**config.mk**
```make
export PLATFORM = sky130hd
export DESIGN_NAME = sample_volume_ramp
export DESIGN_NICKNAME = d
export VERILOG_FILES = /design/src/rtl/music_pkg.sv /design/src/rtl/sample_volume_ramp_gain_ramp.sv /design/src/rtl/sample_volume_ramp.sv
export SDC_FILE = /design/constraint.sdc
export NUM_CORES = 1
export LEC_CHECK = 0
export ABC_AREA = 1
export BUFFER_PORTS_ARGS = -buffer_cell sky130_fd_sc_hd__buf_2
export CORE_MARGIN = 1
export CORE_UTILIZATION = 40
export CTS_CLUSTER_SIZE = 25
export DETAILED_ROUTE_END_ITERATION = 6
export PLACE_DENSITY = 0.67
export SLEW_MARGIN = 40
export SYNTH_ARGS = -nofsm -noshare
export SYNTH_HDL_FRONTEND = slang
export SYNTH_SLANG_ARGS = --single-unit
export TNS_END_PERCENT = 5
```
**constraint.sdc**
```tcl
create_clock -name clk -period 4.7 [get_ports clk]
set_input_delay 0.235 -clock clk [delete_from_list [all_inputs] [get_ports clk]]
set_output_delay 0.235 -clock clk [all_outputs]
set_load 0.005 [all_outputs]
```
**src/rtl/music_pkg.sv**
```systemverilog
// Shared definitions for the music-player audio path: sample/gain widths
// and the gain-ramp state encoding.
package music_pkg;

   localparam int SAMPLE_W   = 16;
   localparam int GAIN_W     = 8;
   localparam int UNITY_GAIN = 1 << GAIN_W;

   typedef enum logic [1:0] {
      MUTED     = 2'd0,
      RAMP_UP   = 2'd1,
      STEADY    = 2'd2,
      RAMP_DOWN = 2'd3
   } ramp_state_t;

endpackage

```
**src/rtl/sample_volume_ramp_gain_ramp.sv**
```systemverilog
// gain_ramp: user volume register, play-gated target gain and the applied
// gain that the datapath multiplies by.
// Build option VOL_RAMP_EN: when defined, the applied gain slews toward the
// target by at most RAMP_STEP per frame and a state machine tracks the
// ramp; when undefined, the gain jumps to the target on the next frame.
module gain_ramp #(
   parameter int GAIN_W    = music_pkg::GAIN_W,
   parameter int VOL_STEP  = 32,
   parameter int VOL_RESET = music_pkg::UNITY_GAIN / 2,
   parameter int RAMP_STEP = 4
) (
   input  logic            clk,
   input  logic            reset,
   input  logic            new_frame_i,
   input  logic            play_i,
   input  logic            vol_up_i,
   input  logic            vol_down_i,
   output logic [GAIN_W:0] gain_o,
   output logic            muted_o
);

   import music_pkg::*;

   localparam int            GW       = GAIN_W + 1;
   localparam logic [GW-1:0] UNITY    = GW'(1 << GAIN_W);
   localparam logic [GW-1:0] STEP_V   = GW'(VOL_STEP);
   localparam logic [GW-1:0] VOL_INIT = GW'(VOL_RESET);

   logic [GW-1:0] vol_q, vol_d;
   logic [GW-1:0] target;
   logic [GW-1:0] gain_q, gain_d;

   // Volume next-state: saturating up/down, simultaneous presses cancel
   always_comb begin
      // NOTE: default assignment first so every path drives vol_d and no latch is inferred.
      vol_d = vol_q;
      if (vol_up_i && !vol_down_i) begin
         vol_d = (vol_q > UNITY - STEP_V) ? UNITY : vol_q + STEP_V;
      end else if (vol_down_i && !vol_up_i) begin
         vol_d = (vol_q < STEP_V) ? '0 : vol_q - STEP_V;
      end
   end

   // Volume register
   always_ff @(posedge clk or negedge reset) begin
      // NOTE: sequential state uses non-blocking assignments so all registers update together.
      if (!reset) vol_q <= VOL_INIT;
      else        vol_q <= vol_d;
   end

   // Pausing simply targets silence; the applied gain then fades to it
   assign target = play_i ? vol_q : '0;

`ifdef VOL_RAMP_EN
   localparam logic [GW-1:0] RSTEP = GW'(RAMP_STEP);

   ramp_state_t state_q;
   logic        muted_q;

   // Slew the applied gain toward target by at most RSTEP, landing exactly on it
   always_comb begin
      gain_d = gain_q;
      if (new_frame_i) begin
         if (target > gain_q) begin
            gain_d = (target - gain_q > RSTEP) ? gain_q + RSTEP : target;
         end else if (target < gain_q) begin
            gain_d = (gain_q - target > RSTEP) ? gain_q - RSTEP : target;
         end
      end
   end

   // Ramp state and registered muted flag, classified from the post-step gain
   always_ff @(posedge clk or negedge reset) begin
      if (!reset) begin
         state_q <= MUTED;
         muted_q <= 1'b1;
      end else if (new_frame_i) begin
         if (gain_d == '0 && target == '0) begin
            state_q <= MUTED;
            muted_q <= 1'b1;
         end else begin
            muted_q <= 1'b0;
            if (gain_d < target)      state_q <= RAMP_UP;
            else if (gain_d > target) state_q <= RAMP_DOWN;
            else                      state_q <= STEADY;
         end
      end
   end

   assign muted_o = muted_q;
`else
   // Without ramping the step size has no effect
   localparam int unused_ramp_step = RAMP_STEP;

   // Jump straight to target on each frame
   always_comb begin
      gain_d = new_frame_i ? target : gain_q;
   end

   assign muted_o = (gain_q == '0);
`endif

   // Applied gain register; restarts from silence after reset
   always_ff @(posedge clk or negedge reset) begin
      if (!reset) gain_q <= '0;
      else        gain_q <= gain_d;
   end

   assign gain_o = gain_q;

endmodule

```
**src/rtl/sample_volume_ramp.sv**
```systemverilog
// sample_volume_ramp: output-volume stage between the music player and the
// codec interface. Scales each frame's sample by the applied gain from
// gain_ramp through a two-register capture/multiply pipeline.
// Build option VOL_RAMP_EN selects per-frame gain slewing (see gain_ramp);
// the datapath and its latency are identical in both builds.
module sample_volume_ramp #(
   parameter int SAMPLE_W  = music_pkg::SAMPLE_W,
   parameter int GAIN_W    = music_pkg::GAIN_W,
   parameter int VOL_STEP  = 32,
   parameter int VOL_RESET = music_pkg::UNITY_GAIN / 2,
   parameter int RAMP_STEP = 4
) (
   input  logic                clk,
   input  logic                reset,
   input  logic                new_frame,
   input  logic [SAMPLE_W-1:0] sample_in,
   input  logic                play,
   input  logic                vol_up,
   input  logic                vol_down,
   output logic [SAMPLE_W-1:0] sample_out,
   output logic                out_valid,
   output logic [GAIN_W:0]     gain,
   output logic                muted
);

   import music_pkg::*;

   localparam int PW = SAMPLE_W + GAIN_W + 2;

   logic [GAIN_W:0]            gain_cur;
   logic signed [SAMPLE_W-1:0] smp_q;
   logic [GAIN_W:0]            cap_gain_q;
   logic                       cap_vld_q;
   logic signed [PW-1:0]       prod;
   logic signed [SAMPLE_W-1:0] scaled_q;
   logic                       out_vld_q;
   logic                       unused_prod_bits;

   gain_ramp #(
      .GAIN_W    (GAIN_W),
      .VOL_STEP  (VOL_STEP),
      .VOL_RESET (VOL_RESET),
      .RAMP_STEP (RAMP_STEP)
   ) u_gain_ramp (
      .clk         (clk),
      .reset       (reset),
      .new_frame_i (new_frame),
      .play_i      (play),
      .vol_up_i    (vol_up),
      .vol_down_i  (vol_down),
      .gain_o      (gain_cur),
      .muted_o     (muted)
   );

   // Capture stage: sample plus the gain in effect before this frame's update
   always_ff @(posedge clk or negedge reset) begin
      if (!reset) begin
         smp_q      <= '0;
         cap_gain_q <= '0;
         cap_vld_q  <= 1'b0;
      end else begin
         cap_vld_q <= new_frame;
         if (new_frame) begin
            smp_q      <= signed'(sample_in);
            cap_gain_q <= gain_cur;
         end
      end
   end

   // Signed sample times non-negative gain; the zero-extended gain keeps unity positive
   assign prod = PW'(smp_q) * PW'($signed({1'b0, cap_gain_q}));

   // Since gain never exceeds unity, the top bits are sign copies and the
   // low GAIN_W bits are the fraction discarded by the floor shift
   assign unused_prod_bits = ^{prod[PW-1:GAIN_W+SAMPLE_W], prod[GAIN_W-1:0]};

   // Output stage: arithmetic shift by GAIN_W (floor), held between frames
   always_ff @(posedge clk or negedge reset) begin
      if (!reset) begin
         scaled_q  <= '0;
         out_vld_q <= 1'b0;
      end else begin
         out_vld_q <= cap_vld_q;
         if (cap_vld_q) scaled_q <= prod[GAIN_W +: SAMPLE_W];
      end
   end

   assign sample_out = scaled_q;
   assign out_valid  = out_vld_q;
   assign gain       = gain_cur;

endmodule
```
==> flow_metrics.py, run 1 <==
metrics = {
    "status": {
        "outcome": "completed",
    },
    "logic_synthesis": {
        "synth_simple_gate_area_frac": 0.2211,
        "synth_cells": 800,
        "synth_flop_cell": "dfrtp_1",
        "synthTopCellsByCount": "nand2_1 (220), inv_1 (190), ha_1 (89)",
        "syn_area_per_cell_um2": 7.660,
        "ys_seq_elements": 46,
        "synth_xor_area_frac": 0.01000,
        "ys_seq_area_frac": 0.1880,
        "ys_types": 38,
        "synth_fa_ha_area_frac": 0.3712,
        "synthesis.area_um2": 6128,
        "synth_top_family_by_area": "adder cells",
        "yosys-top-cells-area": "fa_1 (19%), dfrtp_1 (18%), ha_1 (18%)",
        "yosysTopAreaCell": "fa_1",
        "synth_edf_count": 0,
        "synth_compound_area_frac": 0.03716,
        "async_reset_ff_frac": 1.000,
        "yosysWarningCount": 0,
        "synthMuxAreaShare": 0.02940,
        "synth_top_area_share": 0.1895,
        "synthMostInstantiatedCell": "nand2_1",
    },
    "pwr": {
        "swShare": 0.5469,
        "pwr_density_cell_nw_per_um2": 711.5,
        "share_seq_of_total_power": 0.132,
        "intPower_w": 0.002189,
        "ir_drop_uv": 360.1,
        "pwr-share-comb": 0.789,
        "p_switching_w": 0.002641,
        "power.share.clock": 0.080,
        "power_leakage_nw": 4.247,
    },
    "setup_path": {
        "crit_type": "flop to flop",
        "path_cells": "nand2_1 > inv_1 > ha_1 > fa_1 > inv_1 > fa_1 > fa_1 > inv_1 > ha_1 > ha_2 > nand2_1 > nor2_1 > nor2b_1 > nand2_1 > nand3_1 > nand2_1 > nand3_1 > nand2_1",
        "cp-end-kind": "flop",
        "cpPeakStageDelay_ns": 0.58,
        "r2r-start": "cap_gain_q[5]$_DFFE_PN0P_",
        "critPathSlowestCell": "dfrtp_4",
        "worstSetupStartpointType": "flop",
        "crit_fanout": 17,
        "crit_required_ns": 4.90,
        "critPathMostFrequentCell": "nand2_1",
        "critPathLaunch": "cap_gain_q[5]$_DFFE_PN0P_",
        "cp.arrival_ns": 4.60,
    },
    "routing": {
        "via_per_inst": 4.576,
        "drt_iter0_markers": 186,
        "wl_um": 12070,
        "dr.pass1.iters": 4,
        "wire_per_inst_um": 11.45,
        "post-route-drc-count": 0,
        "vias": 4823,
        "drt.antenna.violating_nets": 0,
    },
    "timing": {
        "post-route-period-util": 0.9372,
        "fmax_ghz": 0.2270,
        "setup_viol": 0,
        "layout_min_cycle_time_ns": 4.405,
        "slew_headroom": 0.5646,
        "timing_max_transition_violations_final": 0,
        "hold_viol": 0,
        "skew_ns": 0.004599,
        "rsz0062_at_grt": "no",
        "finalSetupTns_ns": 0,
        "worstMarginPinSlew_ns": 0.6531,
    },
    "floorplanning": {
        "die_area_um2": 15820,
        "ios": 49,
        "initial_core_util": 0.4154,
        "die_w_um": 125.8,
        "core-area_um2": 14750,
        "die_h_um": 125.8,
        "row_count": 44,
    },
    "finish": {
        "design_area_um2": 6788,
        "drive_gt1_frac": 0.1103,
        "nets": 1038,
        "syn_to_final_growth_pct": 10.76,
        "num_antenna_cells": 0,
    },
    "clocking": {
        "insertion_delay_ns": 0.31,
        "clkSlewWorstSetupHoldPaths_ns": 0.07,
        "tritoncts": "built",
        "cts_max_level": 2,
        "cts_root_buffer": "clkbuf_16",
        "cts.path.max_buffers": 2,
        "cts_sinks": 46,
        "cts-buffers-inserted": 5,
    },
    "place": {
        "placed_cell_area_um2": 6628,
        "dp_hpwl_um": 10100,
        "port_buffers": 43,
        "gp_congestion": 0.8433,
    },
    "global_route": {
        "antenna_found_initial": 0,
        "grt_pass1_vias": 4820,
        "grt_pass1_wl_um": 21200,
        "track_usage": 0.1656,
        "gr-total-overflow": 0,
        "grt_max_degree": 47,
    },
    "hold_path": {
        "hold_class": "input pin to asynchronous set/reset pin",
    },
    "job": {
        "drv_cap": 0,
    },
}
==> kinds of logic (layout without fill, tap and decap cells) <==
group,after synthesis,in the layout
buf+inv,223,249
compound gates,42,42
simple gates,317,317
mux,16,16
xor+xnor,7,7
other cells,2,46
fa+ha+maj,147,147
flops,46,46
==> worst max-delay path, delay by kind of cell (launching register included) <==
family	cells	cell delay [ns]
buf+inv	3	0.15
flops	1	0.58
simple gates	9	0.97
fa+ha+maj	6	2.58
==> worst paths after layout <==
kind                                              end  slack (ns)  cells past startpoint
hold reg to reg            sample_out[13]$_DFFE_PN0P_        0.47                      2
setup / recovery           sample_out[14]$_DFFE_PN0P_        0.30                     18
max in group asynchronous   cap_gain_q[5]$_DFFE_PN0P_        4.17                      2
hold / removal                   smp_q[8]$_DFFE_PN0P_        0.04                      2
setup reg to reg           sample_out[14]$_DFFE_PN0P_        0.30                     18
min in group clk                smp_q[14]$_DFFE_PN0P_        0.15                      2
==> sequential cells by signal, indices dropped and copies added (netlist names) <==
| signal | flops |
|---|---|
| sample_out | 16 |
| out_valid | 1 |
| u_gain_ramp.gain_o | 4 |
| u_gain_ramp.vol_q | 4 |
| cap_gain_q | 4 |
| cap_vld_q | 1 |
| smp_q | 16 |
==> repair_timing <==
action                     in CTS  in global routing
setup buffers                   0                  0
resized for setup               0                  5
hold buffers                    0                  0
setup endpoints to repair       0                  6
==> routing by layer <==
metal | share of wire | track usage | vias to the layer above
met1 | 0.45 | 0.2037 | 2284
met4 | 0.016 | 0.04465 | 0
li1 | - | - | 2482
met3 | 0.029 | 0.03144 | 9
met5 | 0 | 0 | -
met2 | 0.50 | 0.2961 | 48
==> stage by stage <==
stage / util / cells / total power [W] / hold WS (ns) / worst slack (ns)
after floorplan: - / 844 / 0.003597 / -0.06059 / 0.4739
after global placement: 0.4492 / 1046 / 0.004401 / 0.3950 / 0.06768
after detailed placement: 0.4492 / 1046 / 0.004440 / 0.3965 / 0.06330
after CTS: 0.4595 / 1054 / 0.004863 / 0.06716 / 0.02203
after global routing: 0.4601 / 1054 / 0.005505 / 0.1057 / 0.009175
final: 0.4601 / 1054 / 0.004830 / 0.03584 / 0.2954
==> placed cells by master (no fill, tap or decap) <==
master,count
nand3_2,3
nand4_1,8
conb_1,46
nor3_2,1
nor2b_1,1
mux2_2,16
dfrtp_2,2
o21ai_1,1
clkinv_1,2
o21ai_0,10
buf_2,43
and2_1,1
nand2_2,5
nor2_1,24
a21oi_1,21
xor2_1,2
nand3_1,37
inv_2,2
dfrtp_1,42
inv_6,3
buf_4,4
inv_1,190
o22ai_1,5
clkbuf_16,5
o21bai_1,2
nand2_1,220
xnor2_1,5
nor3_4,1
or2_1,3
dfstp_2,1
a21oi_2,1
nand3b_1,4
ha_1,88
ha_2,1
fa_1,58
nor2_2,7
a31oi_1,2
nor4_1,1
nor3_1,1
dfrtp_4,1
==> power by group through the flow <==
stage / Sequential (W) / Combinational (W) / Clock, W
global route: 0.000658 / 0.00443 / 0.000415
CTS: 0.000636 / 0.00383 / 0.000399
finish: 0.000636 / 0.00381 / 0.000384
global placement: 0.000640 / 0.00376 / 0
detailed placement: 0.000642 / 0.00380 / 0
floorplan: 0.000606 / 0.00299 / 0
==> final cells by class <==
cell class | instances | area [um^2]
multi-input cells | 575 | 4274
well taps | 184 | 230.2
flip-flops and latches | 46 | 1159
clock buffers | 5 | 125.1
fillers | 1503 | 7966
inverters | 194 | 728.2
repair buffers | 47 | 245.2
clock inverters | 3 | 26.28
No activity file was read; power rests on OpenSTA's default activity.
==> run 2, diff against run 1 <==
MAX_ROUTING_LAYER = met4   (was not set)
==> run 2 against run 1 <==
Effect of this change: clock power about the same; register-to-register slack hardly changed; cell area stayed put; via count about the same; highest routed layer unchanged.
==> flow_metrics.py, run 2 (same netlist as run 1, synthesis figures left out) <==
metrics = {
    "job": {
        "drv_cap": 0,
    },
    "timing": {
        "skew_ns": 0.004590,
        "finalSetupTns_ns": 0,
        "setup_viol": 0,
        "post-route-period-util": 0.9388,
        "worstMarginPinSlew_ns": 0.6525,
        "rsz0062_at_grt": "no",
        "slew_headroom": 0.5650,
        "layout_min_cycle_time_ns": 4.413,
        "timing_max_transition_violations_final": 0,
        "fmax_ghz": 0.2266,
        "hold_viol": 0,
    },
    "setup_path": {
        "path_cells": "nand2_1 > inv_1 > ha_1 > fa_1 > inv_1 > fa_1 > fa_1 > inv_1 > ha_1 > ha_2 > nand2_1 > nor2_1 > nor2b_1 > nand2_1 > nand3_1 > nand2_1 > nand3_1 > nand2_1",
        "crit_required_ns": 4.90,
        "worstSetupStartpointType": "flop",
        "critPathMostFrequentCell": "nand2_1",
        "cpPeakStageDelay_ns": 0.58,
        "critPathLaunch": "cap_gain_q[5]$_DFFE_PN0P_",
        "crit_type": "flop to flop",
        "r2r-start": "cap_gain_q[5]$_DFFE_PN0P_",
        "critPathSlowestCell": "dfrtp_4",
        "rrSetupSlack_ns": 0.29,
        "cp-end-kind": "flop",
        "cp.arrival_ns": 4.61,
        "crit_fanout": 17,
    },
    "finish": {
        "drive_gt1_frac": 0.1103,
        "multi_input_area_um2": 4274,
        "num_antenna_cells": 0,
        "layout_commonest_cell": "nand2_1",
        "nets": 1038,
        "final_cell_mix": "nand2_1 (220), inv_1 (190), ha_1 (88)",
        "register_area_um2": 1159,
        "fill_cells": 1503,
        "fin_cells": 1054,
        "syn_to_final_growth_pct": 10.76,
    },
    "global_route": {
        "grt_pass1_vias": 4819,
        "track_usage": 0.1708,
        "antenna_found_initial": 0,
        "grt_max_degree": 47,
        "gr-total-overflow": 0,
        "grt_pass1_wl_um": 21210,
    },
    "clocking": {
        "post_cts_buffers": 0,
        "cts_max_level": 2,
        "cts_sinks": 46,
        "cts_root_buffer": "clkbuf_16",
        "clkSlewWorstSetupHoldPaths_ns": 0.07,
        "cts.hold.buffers_added": 0,
        "cts.path.max_buffers": 2,
        "tritoncts": "built",
        "cts-buffers-inserted": 5,
        "insertion_delay_ns": 0.31,
    },
    "routing": {
        "dr.pass1.iters": 4,
        "vias": 4824,
        "drt_iter0_markers": 165,
        "drt.antenna.violating_nets": 0,
        "wire_per_inst_um": 11.46,
        "post-route-drc-count": 0,
        "wl_um": 12080,
        "via_per_inst": 4.577,
    },
    "hold_path": {
        "hold_class": "input pin to asynchronous set/reset pin",
    },
    "status": {
        "outcome": "completed",
    },
    "floorplanning": {
        "die_area_um2": 15820,
        "ios": 49,
        "initial_core_util": 0.4154,
        "row_count": 44,
        "die_w_um": 125.8,
        "core-area_um2": 14750,
        "die_h_um": 125.8,
    },
    "place": {
        "dp_hpwl_um": 10100,
        "port_buffers": 43,
        "placed_cells": 1046,
        "gp_congestion": 0.8565,
    },
    "pwr": {
        "pwr_density_cell_nw_per_um2": 711.9,
        "power_leakage_nw": 4.247,
        "ir_drop_uv": 360.1,
    },
}
-- run 2: metrics by stage --
| stage | hold WS [ns] | total power, W | utilization | worst slack, ns | cell area [um^2] |
|---|---|---|---|---|---|
| 2_1_floorplan | -0.06059 | 0.003597 | - | 0.4739 | 6294 |
| 3_3_place_gp | 0.3950 | 0.004401 | 0.4492 | 0.06768 | 6628 |
| 3_5_place_dp | 0.3965 | 0.004440 | 0.4492 | 0.06330 | 6628 |
| 4_1_cts | 0.06716 | 0.004863 | 0.4595 | 0.02203 | 6779 |
| 5_1_grt | 0.1057 | 0.005505 | 0.4601 | 0.007280 | 6788 |
| 6_report | 0.03564 | 0.004832 | 0.4601 | 0.2874 | 6788 |
-- run 2: final timing paths --
kind,to,cells past startpoint
worst max-delay path,sample_out[14]$_DFFE_PN0P_,18
worst min-delay path,smp_q[8]$_DFFE_PN0P_,2
worst max register to register,sample_out[14]$_DFFE_PN0P_,18
worst min register to register,sample_out[13]$_DFFE_PN0P_,2
max in group asynchronous,cap_gain_q[5]$_DFFE_PN0P_,2
min in group clk,smp_q[14]$_DFFE_PN0P_,2
-- run 2: what timing repair did --
action | in CTS | in global routing
endpoints found under the setup margin | 0 | 6
hold endpoints to repair | 0 | 0
gates resized for setup | 0 | 5
-- run 2: worst max-delay path: cells and delay by family (launching register included) --
family / cells / cell delay (ns)
fa+ha+maj: 6 / 2.58
buf+inv: 3 / 0.15
simple gates: 9 / 0.98
flops: 1 / 0.58
-- run 2: layer usage --
metal	track usage	part of all wire	up-vias
met5	-	0	-
met4	0.04465	0.016	0
met2	0.2961	0.50	48
met3	0.03144	0.030	9
li1	-	-	2482
met1	0.2039	0.45	2285
-- run 2: final cells by class --
cell class	count	area share
Clock inverter	3	0.003871
Tap cell	184	0.03392
Clock buffer	5	0.01843
Inverter	194	0.1073
Sequential cell	46	0.1707
Timing Repair Buffer	47	0.03613
Multi-Input combinational cell	575	0.6297
-- run 2: report_power, final --
group / leakage [nW] / switching, W / internal [W]
clock network: 0.0752 / 0.000181 / 0.000203
logic: 3.62 / 0.00235 / 0.00146
registers: 0.550 / 0.000108 / 0.000527
==> run 3, diff against run 2 <==
CORE_ASPECT_RATIO = 0.9   (was not set)
==> run 3 against run 2 <==
Effect of this change: sequential power up 2%; cell count up 1.3%; cell area up 0.37%; non-clock buffer count unchanged; wire length up 4.2%; die area about the same; critical endpoint unchanged; largest cell class unchanged.
==> flow_metrics.py, run 3 (same netlist as run 1, synthesis figures left out) <==
metrics = {
    "pwr": {
        "pwr-share-comb": 0.788,
        "pwr_density_cell_nw_per_um2": 719.0,
        "power_leakage_nw": 4.249,
        "p_switching_w": 0.002709,
        "intPower_w": 0.002189,
        "swShare": 0.5530,
        "share_seq_of_total_power": 0.133,
        "ir_drop_uv": 392.3,
        "power.share.clock": 0.080,
        "total_power_w": 0.004898,
    },
    "timing": {
        "worstMarginPinSlew_ns": 0.6535,
        "timing_max_transition_violations_final": 0,
        "post-route-period-util": 0.9364,
        "finalSetupTns_ns": 0,
        "fmax_ghz": 0.2272,
        "rsz0062_at_grt": "no",
        "setup_viol": 0,
        "layout_min_cycle_time_ns": 4.401,
        "slew_headroom": 0.5643,
        "final.setup.worst_slack_ns": 0.2989,
        "hold_viol": 0,
        "skew_ns": 0.01211,
    },
    "routing": {
        "dr.pass1.iters": 4,
        "wire_per_inst_um": 11.79,
        "drt_iter0_markers": 322,
        "vias": 4863,
        "drt.antenna.violating_nets": 0,
        "post-route-drc-count": 0,
        "wl_um": 12590,
        "via_per_inst": 4.553,
    },
    "setup_path": {
        "worstSetupStartpointType": "flop",
        "crit_required_ns": 4.91,
        "cp-end-kind": "flop",
        "path_cells": "nand2_1 > inv_1 > ha_1 > fa_1 > inv_1 > fa_1 > fa_1 > inv_1 > ha_1 > ha_1 > nand2_1 > nor2_1 > nor2b_1 > nand2_1 > nand3_1 > nand2_1 > nand3_1 > nand2_1",
        "crit_fanout": 17,
        "cp.arrival_ns": 4.61,
        "critPathMostFrequentCell": "nand2_1",
        "cpPeakStageDelay_ns": 0.59,
        "crit_family": "adder cells",
        "cp.depth": 18,
        "r2r_cells": 18,
        "critPathSlowestCell": "dfrtp_4",
        "cp_num_buf_inv": 3,
        "crit_type": "flop to flop",
    },
    "finish": {
        "fin_cells": 1068,
        "num_antenna_cells": 0,
        "syn_to_final_growth_pct": 11.17,
        "nets": 1038,
        "multi_input_area_um2": 4272,
        "layout_commonest_cell": "nand2_1",
        "fill_cells": 1507,
        "register_area_um2": 1157,
        "final_cell_mix": "nand2_1 (220), inv_1 (190), ha_1 (89)",
        "drive_gt1_frac": 0.1080,
    },
    "global_route": {
        "grt_pass1_wl_um": 21750,
        "gr-total-overflow": 0,
        "track_usage": 0.1776,
        "grt_max_degree": 47,
        "grt_pass1_vias": 4723,
        "antenna_found_initial": 0,
    },
    "clocking": {
        "cts_sinks": 46,
        "cts-buffers-inserted": 5,
        "clkSlewWorstSetupHoldPaths_ns": 0.08,
        "tritoncts": "built",
        "insertion_delay_ns": 0.31,
        "cts_max_level": 2,
        "cts.hold.buffers_added": 0,
        "cts_root_buffer": "clkbuf_16",
        "cts.path.max_buffers": 2,
    },
    "job": {
        "drv_cap": 0,
    },
    "floorplanning": {
        "row_count": 42,
        "die_w_um": 132.5,
        "die_h_um": 119.4,
        "die_area_um2": 15820,
        "initial_core_util": 0.4135,
        "ios": 49,
        "core-area_um2": 14820,
    },
    "status": {
        "outcome": "completed",
    },
    "place": {
        "gp_congestion": 0.8687,
        "place_ws_ns": 0.1397,
        "dp_hpwl_um": 10370,
        "placed_cells": 1060,
        "port_buffers": 43,
    },
    "hold_path": {
        "hold_class": "input pin to asynchronous set/reset pin",
    },
}
## run 3: cell count changes in the layout (fill, tap and decap cells not counted), sizes merged
cell | previous run | this run
inv | 195 | 193
clkinv | 2 | 3
clkinvlp | 0 | 1
## run 3: final timing paths
check | from | end | slack, ns
min in group clk | sample_in[0] | smp_q[0]$_DFFE_PN0P_ | 0.15
worst min register to register | sample_out[5]$_DFFE_PN0P_ | sample_out[5]$_DFFE_PN0P_ | 0.48
worst min-delay path | reset | smp_q[0]$_DFFE_PN0P_ | 0.02
max in group asynchronous | reset | cap_gain_q[5]$_DFFE_PN0P_ | 4.22
worst max register to register | cap_gain_q[5]$_DFFE_PN0P_ | sample_out[14]$_DFFE_PN0P_ | 0.30
worst max-delay path | cap_gain_q[5]$_DFFE_PN0P_ | sample_out[14]$_DFFE_PN0P_ | 0.30
## run 3: layout make-up
cell class              count  share of cell area
well taps                 198             0.03636
multi-input cells         575              0.6270
clock buffers               5             0.01837
flip-flops and latches     46              0.1699
clock inverters             3            0.003673
inverters                 194              0.1069
repair buffers             47             0.03783
## run 3: metal layers
layer / GRT usage / share of wire
met2: 0.2885 / 0.46
met1: 0.2371 / 0.49
met4: 0.04167 / 0.010
met3: 0.02086 / 0.039
met5: - / 0
## run 3: repair_timing
item | CTS | global route
gates resized for setup | 0 | 3
setup buffers | 0 | 0
setup endpoints to repair | 0 | 5
## run 3: per-stage QoR
stage / area (um^2) / hold slack, ns / util
global placement: 6658 / 0.3845 / 0.4493
detailed placement: 6658 / 0.3849 / 0.4493
global route: 6813 / 0.09350 / 0.4597
finish: 6813 / 0.02168 / 0.4597
floorplan: 6294 / -0.06059 / -
CTS: 6808 / 0.05482 / 0.4594
## run 3: worst register-to-register path, stage by stage, from the launching register on
cell and delay [ns]:
dfrtp_4 0.59, nand2_1 0.09, inv_1 0.07, ha_1 0.36, fa_1 0.55, inv_1 0.06
fa_1 0.51, fa_1 0.51, inv_1 0.04, ha_1 0.29, ha_1 0.39, nand2_1 0.09
nor2_1 0.16, nor2b_1 0.19, nand2_1 0.09, nand3_1 0.08, nand2_1 0.05, nand3_1 0.08
nand2_1 0.07
## run 3: power by group through the flow
stage | Combinational, W | Clock (W) | Sequential (W)
after CTS | 0.00386 | 0.000403 | 0.000647
after floorplan | 0.00299 | 0 | 0.000606
after detailed placement | 0.00383 | 0 | 0.000650
final | 0.00386 | 0.000390 | 0.000650
after global placement | 0.00379 | 0 | 0.000652
after global routing | 0.00448 | 0.000414 | 0.000665
